## src/rtl/spi_master.sv

```systemverilog
// rtl/spi_master.sv - SPI master: cmd+byte frames with optional read-back byte.
// Define SPI_MASTER_FRAMECNT_EN to add the frame_cnt completed-frame counter.
module spi_master #(
  parameter int RD_WAIT  = 2,
  parameter int IDLE_GAP = 1
) (
  input  logic       clk,
  input  logic       rst_n,
  input  logic       start,
  input  logic [1:0] cmd,
  input  logic [7:0] wr_data,
  output logic       busy,
  output logic       done,
  output logic [7:0] rd_data,
  output logic       rd_valid,
  output logic       MOSI,
  input  logic       MISO,
  output logic       SS_n
`ifdef SPI_MASTER_FRAMECNT_EN
  , output logic [15:0] frame_cnt
`endif
);

  typedef enum logic [2:0] {IDLE, SELECT, SHIFT_OUT, WAIT, SHIFT_IN, FINISH, GAP} state_t;

  localparam logic [3:0] WAIT_LAST = 4'(RD_WAIT - 1);
  localparam logic [3:0] GAP_LAST  = 4'(IDLE_GAP - 1);

  state_t     state, state_d;
  logic [9:0] frame, frame_d;
  logic [3:0] cnt, cnt_d;
  logic [6:0] rx_shift;
  logic       mosi_d;
  logic       is_read;

  assign is_read = (frame[9:8] == 2'b11);

  always_comb begin
    state_d = state;
    cnt_d   = cnt;
    frame_d = frame;
    case (state)
      IDLE: begin
        if (start) begin
          state_d = SELECT;
          frame_d = {cmd, wr_data};
          cnt_d   = '0;
        end
      end
      SELECT: begin
        state_d = SHIFT_OUT;
        cnt_d   = '0;
      end
      SHIFT_OUT: begin
        if (cnt == 4'd9) begin
          state_d = is_read ? WAIT : FINISH;
          cnt_d   = '0;
        end else begin
          cnt_d = cnt + 4'd1;
        end
      end
      WAIT: begin
        if (cnt == WAIT_LAST) begin
          state_d = SHIFT_IN;
          cnt_d   = '0;
        end else begin
          cnt_d = cnt + 4'd1;
        end
      end
      SHIFT_IN: begin
        if (cnt == 4'd7) begin
          state_d = FINISH;
          cnt_d   = '0;
        end else begin
          cnt_d = cnt + 4'd1;
        end
      end
      FINISH: begin
        state_d = GAP;
        cnt_d   = '0;
      end
      GAP: begin
        // The last GAP cycle doubles as the accept slot, so a held start
        // yields exactly FINISH + IDLE_GAP high cycles between frames.
        if (cnt == GAP_LAST) begin
          cnt_d = '0;
          if (start) begin
            state_d = SELECT;
            frame_d = {cmd, wr_data};
          end else begin
            state_d = IDLE;
          end
        end else begin
          cnt_d = cnt + 4'd1;
        end
      end
      default: begin
        state_d = IDLE;
        cnt_d   = '0;
      end
    endcase

    mosi_d = 1'b0;
    if (state_d == SELECT) begin
      mosi_d = frame_d[9];
    end else if (state_d == SHIFT_OUT) begin
      mosi_d = frame_d[4'd9 - cnt_d];
    end
  end

  // All outputs are registered from the next state so they line up with it.
  always_ff @(posedge clk) begin
    if (!rst_n) begin
      state    <= IDLE;
      cnt      <= '0;
      frame    <= '0;
      rx_shift <= '0;
      MOSI     <= 1'b0;
      SS_n     <= 1'b1;
      busy     <= 1'b0;
      done     <= 1'b0;
      rd_valid <= 1'b0;
      rd_data  <= 8'h00;
    end else begin
      state    <= state_d;
      cnt      <= cnt_d;
      frame    <= frame_d;
      MOSI     <= mosi_d;
      SS_n     <= !(state_d inside {SELECT, SHIFT_OUT, WAIT, SHIFT_IN});
      busy     <= (state_d != IDLE);
      done     <= (state_d == FINISH);
      rd_valid <= (state_d == FINISH) && is_read;
      if (state == SHIFT_IN) begin
        rx_shift <= {rx_shift[5:0], MISO};
        if (cnt == 4'd7) begin
          rd_data <= {rx_shift, MISO};
        end
      end
    end
  end

`ifdef SPI_MASTER_FRAMECNT_EN
  always_ff @(posedge clk) begin
    if (!rst_n) begin
      frame_cnt <= '0;
    end else if (state_d == FINISH) begin
      frame_cnt <= frame_cnt + 16'd1;
    end
  end
`endif

endmodule

```

## config.mk

```make
export PLATFORM = sky130hd
export DESIGN_NAME = spi_master
export DESIGN_NICKNAME = d
export VERILOG_FILES = /design/src/rtl/spi_master.sv
export SDC_FILE = /design/constraint.sdc
export NUM_CORES = 1
export LEC_CHECK = 0
export CAP_MARGIN = 10
export CORE_MARGIN = 5
export CORE_UTILIZATION = 44
export CTS_BUF_LIST = sky130_fd_sc_hd__clkbuf_4 sky130_fd_sc_hd__clkbuf_8 sky130_fd_sc_hd__clkbuf_16
export CTS_CLUSTER_SIZE = 16
export DETAILED_ROUTE_END_ITERATION = 16
export PLACE_DENSITY = 0.78
export SLEW_MARGIN = 20
export SYNTH_ARGS = -nofsm -noshare
export SYNTH_HDL_FRONTEND = slang
export SYNTH_SLANG_ARGS = --single-unit
```

## constraint.sdc

```tcl
create_clock -name clk -period 3.8 [get_ports clk]
set_input_delay 0.57 -clock clk [delete_from_list [all_inputs] [get_ports clk]]
set_output_delay 0.57 -clock clk [all_outputs]
set_load 0.01 [all_outputs]
```

# == Word-level counts from Yosys, hierarchy flattened ==
# Index checks and enable logic that the tools add are counted.
# classes
reduce_logical,7
magnitude_cmp,1
eq_ne,15
add_sub_neg,2
mux,21
# op_table
operator,n
case mux 3 bit (7 select lines),1
2-to-1 mux 10 bit,2
2-to-1 mux 4 bit,5
case mux 10 bit (2 select lines),1
case mux 4 bit (5 select lines),1
2-to-1 mux 3 bit,6
"equality test 3 bit, second input constant",5
"equality test 3 x 2 -> 1 bit, second input constant",4
"equality test 3 x 1 -> 1 bit, second input constant",2
"less-than comparator 4 x 5 -> 1 bit, second input constant",1
"adder 4 x 1 -> 4 bit, second input constant",1
binary-select mux 1 bit (select 4 bit),1
"equality test 4 x 1 -> 1 bit, second input constant",1
"equality test 4 x 3 -> 1 bit, second input constant",1
"equality test 4 bit, second input constant",1
logical NOT 4 bit,1
2-to-1 mux 1 bit,4
nonzero test 4 bit,1
"subtractor 4 bit, first input constant",1
logical NOT 3 bit,1
nonzero test 3 bit,1
"equality test 2 bit, second input constant",1
AND reduction 2 bit,1
logical AND 1 bit,1
logical NOT 1 bit,1
# totals
reg_bits,37
output_inout_bits,13
word_cells,56

# == Logic depth before layout (Yosys ltp) ==
# logic_depth
word_depth,8
mapped_depth,13
depth_no_buf,13

# == Worst setup path after synthesis ==
# No wires, ideal clock.
# synth_timing
kind,register -> register
start,register cnt[0]
end,register MOSI
path_stages_with_launch,12
arrival_time_ns,2.509
setup_slack_ns,1.163
path_buffers,0
setup_time_ns,0.128
required_ns,3.672
path_cell_list,dfxtp_1 -> inv_1 -> ha_1 -> nor3b_2 -> a221oi_2 -> or2_2 -> a22o_1 -> inv_1 -> ha_1 -> a32o_1 -> nor4_1 -> a211oi_1
# synth_via
elab_chain_len,8
word_cells_on_any_way,25
# synth_lines
item,line,rtl
from (decl),31,"logic [3:0] cnt, cnt_d;"
from (signal assigned),126,cnt <= cnt_d;
"adder 4 x 1 -> 4 bit, or another cell as far along",--,
"2-to-1 mux 4 bit, on equally long branches",--,
case mux 4 bit (5 select lines),42,case (state)
subtractor 4 bit,107,mosi_d = frame_d[4'd9 - cnt_d];
binary-select mux 1 bit (select 4 bit),107,
2-to-1 mux 1 bit (implied by the code),107,
2-to-1 mux 1 bit,106,end else if (state_d == SHIFT_OUT) begin
2-to-1 mux 1 bit *,104,if (state_d == SELECT) begin
to (signal assigned),128,MOSI <= mosi_d;
to (decl),16,"output logic MOSI,"
# Every way passes the cells marked *; elsewhere a longest branch is shown, timed or not. The select of a mux whose other input is x is not followed.
# A chain may end at the register's enable or synchronous reset.

# == Worst setup path in the final report ==
# Same ends and word-level chain as after synthesis.

==> impl_metrics.json <==
{
  "run_status": "finished clean",
  "p_comb_frac": 0.136,
  "route.detailed.wl_per_inst_um": 12.5,
  "leakage_uw": 0.000801,
  "route.vias.total": 1468,
  "root_buffer": "clkbuf_8",
  "drv_cap": 0,
  "drt-total-wl_um": 3500,
  "cpPeakStageDelay_ns": 0.43,
  "dieArea_um2": 5390,
  "cts_setup_buffers": 0,
  "io_buffers": 26,
  "finalSetupViolCount": 0,
  "ctsResizeCount": 0,
  "synth_largest_area_cell": "dfxtp_1",
  "dpl.cell_count": 273,
  "grt_pass1_wl_um": 5960,
  "drc": 0,
  "worstSetupEndpointType": "flip-flop",
  "fmax_mhz": 339,
  "finalPower_uw": 885,
  "viasPerCell": 5.22,
  "synth-seq-area-share": 0.419,
  "cts.sinks": 37,
  "p_per_area_nw_per_um2": 407,
  "crit_type": "reg2reg",
  "grt_max_degree": 20,
  "netlist_area_um2": 1770,
  "ant_nets": 0,
  "dp_hpwl_um": 2580,
  "synthFlopType": "dfxtp_1",
  "core_area_um2": 3940,
  "whs_path_depth": 2,
  "synth-edff-count": 0,
  "htree_levels": 2,
  "yosys_warnings": 0,
  "hp-start": "frame[2]$_SDFF_PN0_",
  "worstSkewPairLatency_ns": 0.29,
  "worst_r2r_path_depth": 12,
  "crit_family": "compound AO/OA/AOI/OAI gates",
  "start_util": 0.448,
  "cp.buffers_inverters": 1,
  "drt_first_pass_iters": 4,
  "dpl_cell_area_um2": 2050,
  "tritoncts": "yes",
  "tightestPinTransition_ns": 0.567,
  "cts_hold_buf": 0,
  "vdd_ir_drop_max_mv": 0.207,
  "synth_top_area_share": 0.419,
  "hold_viol": 0,
  "reg2reg_from": "cnt[0]$_SDFF_PN0_",
  "worstPathRequired_ns": 3.97,
  "slew_violations": 0,
  "fin_area_um2": 2170,
  "ys_ff_latch": 37,
  "fin_skew_ns": 0.00633,
  "io_pins": 27,
  "setup_tns_ns": 0,
  "p_switching_uw": 211,
  "power.internal_uw": 674,
  "worstSetupStartpointType": "flip-flop",
  "antenna_found_initial": 0,
  "slowest_stage": "o21ai_0",
  "rsz0062_at_grt": "false",
  "instances_no_fill": 281,
  "timing.rr.end": "MOSI$_SDFF_PN0_",
  "r2r_setup_slack_ns": 0.85,
  "clockBufferDepth": 2,
  "whs_ns": 0.456,
  "fin_crit_sh": 0.775,
  "arrival_ns": 3.12,
  "async_reset_ff_frac": 0,
  "nets": 248,
  "power.share.clock": 0.395,
  "max_slew_margin": 0.622,
  "dieHeight_um": 73.4,
  "drtIter0Drc": 73,
  "hold_class": "reg2reg",
  "synth_cell_types": 45,
  "die_w_um": 73.4,
  "drive_gt1_frac": 0.0996,
  "grt_overflow_total": 0,
  "cp_max_fo": 6,
  "diodes": 0,
  "hold_end": "frame[2]$_SDFF_PN0_",
  "switching_share": 0.239,
  "path_cells": "inv_1 -> ha_1 -> nor3b_2 -> a211oi_1 -> o21ai_0 -> a21oi_1 -> o21ai_0 -> o21a_1 -> ha_1 -> a32o_1 -> nor4_1 -> a211oi_1",
  "pwr-share-seq": 0.469,
  "fp-row-count": 23,
  "postSynthCellCount": 207,
  "syn_nets": 225,
  "ys_top_cells_by_area": "dfxtp_1 (42%), mux2i_1 (8.5%), nand2_1 (8.3%)",
  "area_delta_synth_final_pct": 22.9,
  "gp_congestion": 0.857,
  "crit_start": "cnt[0]$_SDFF_PN0_",
  "period_needed_ns": 2.95,
  "track_usage": 0.141,
  "syn_avg_cell_area_um2": 8.54,
  "grt_pass1_vias": 1320,
  "clkSlewWorstSetupHoldPaths_ns": 0.07,
  "numCtsBuffers": 5
}
-- kinds of logic after synthesis --
kind of cell / Yosys count / synth area share
AO/OA/AOI/OAI: 44 / 0.175
multiplexers: 15 / 0.0849
adder cells (fa/ha/maj): 4 / 0.0283
buffers and inverters: 18 / 0.0460
AND/OR/NAND/NOR: 87 / 0.233
XOR/XNOR: 2 / 0.0142
flip-flops: 37 / 0.419
-- worst min-delay path, cell delays in order, from the launching register on --
cell and delay [ns]:
dfxtp_1 0.31, nand2_1 0.05, a21oi_1 0.05
-- final cells by class --
cell class | count | area (um^2)
fillers | 350 | 1770
flip-flops and latches | 37 | 741
multi-input cells | 152 | 951
inverters | 6 | 22.5
clock inverters | 2 | 37.5
clock buffers | 6 | 82.6
repair buffers | 28 | 275
well taps | 50 | 62.6
-- cell usage after synthesis, types with 2 or more instances --
cell type,count
or2_2,2
nor3_1,2
buf_2,4
o22ai_1,2
inv_1,5
a21oi_1,21
o21ai_0,4
nor2b_1,2
nor2_1,21
or3_1,2
and2_1,3
a211oi_1,3
ha_1,4
dfxtp_1,37
a32oi_1,2
nand2_1,39
and3_1,2
clkbuf_1,6
nand3_1,3
mux2i_1,15
nor4_1,3
nor3b_1,2
-- power by group through the flow --
stage / logic, uW / clock network, uW / registers (uW)
2_1_floorplan: 87.7 / 0 / 420
3_3_place_gp: 118 / 0 / 424
3_5_place_dp: 121 / 0 / 424
4_1_cts: 122 / 359 / 415
5_1_grt: 133 / 377 / 418
6_report: 120 / 349 / 415
-- stage by stage --
step / utilization / setup slack, ns
6_report: 0.551 / 0.853
3_5_place_dp: 0.520 / 0.830
3_3_place_gp: 0.520 / 0.891
5_1_grt: 0.551 / 0.581
2_1_floorplan: - / 1.16
4_1_cts: 0.551 / 0.835
-- state kept, by name (all words and copies together) (netlist names) --
name and flops:
frame 10, rd_data 8, rx_shift 7, cnt 4, state 3, MOSI 1
SS_n 1, busy 1, done 1, rd_valid 1
-- metal layers --
layer,GRT usage,vias to the layer above,part of all wire
li1,-,758,-
met1,0.189,674,0.48
met2,0.217,34,0.46
met3,0.0328,2,0.054
met4,0.0604,0,0.0077
met5,0,-,0
-- cells in the final DEF (no fill, tap or decap), types with 2 or more instances in the layout --
master | synthesis | final
a32oi_1 | 2 | 2
and2_1 | 3 | 3
ha_1 | 4 | 4
nand3_1 | 3 | 3
o21ai_0 | 4 | 4
clkbuf_8 | 0 | 6
nor2_1 | 21 | 21
or3_1 | 2 | 2
o22ai_1 | 2 | 2
nor3b_2 | 1 | 2
mux2i_1 | 15 | 15
inv_1 | 5 | 5
nor2b_1 | 2 | 2
and3_1 | 2 | 2
buf_4 | 0 | 2
nand2_1 | 39 | 39
nor3_1 | 2 | 2
clkdlybuf4s50_1 | 0 | 26
or2_2 | 2 | 2
nor4_1 | 3 | 3
a21oi_1 | 21 | 21
a211oi_1 | 3 | 3
dfxtp_1 | 37 | 37
-- worst max-delay path by stage --
stage                      endpoint  slack, ns  cells past startpoint
floorplan           MOSI$_SDFF_PN0_       1.16                     11
global placement    MOSI$_SDFF_PN0_       0.89                      8
global route        MOSI$_SDFF_PN0_       0.58                     12
detailed placement  MOSI$_SDFF_PN0_       0.83                      8
CTS                 MOSI$_SDFF_PN0_       0.84                     12
finish              MOSI$_SDFF_PN0_       0.85                     12
No activity file was read; power rests on OpenSTA's default activity.
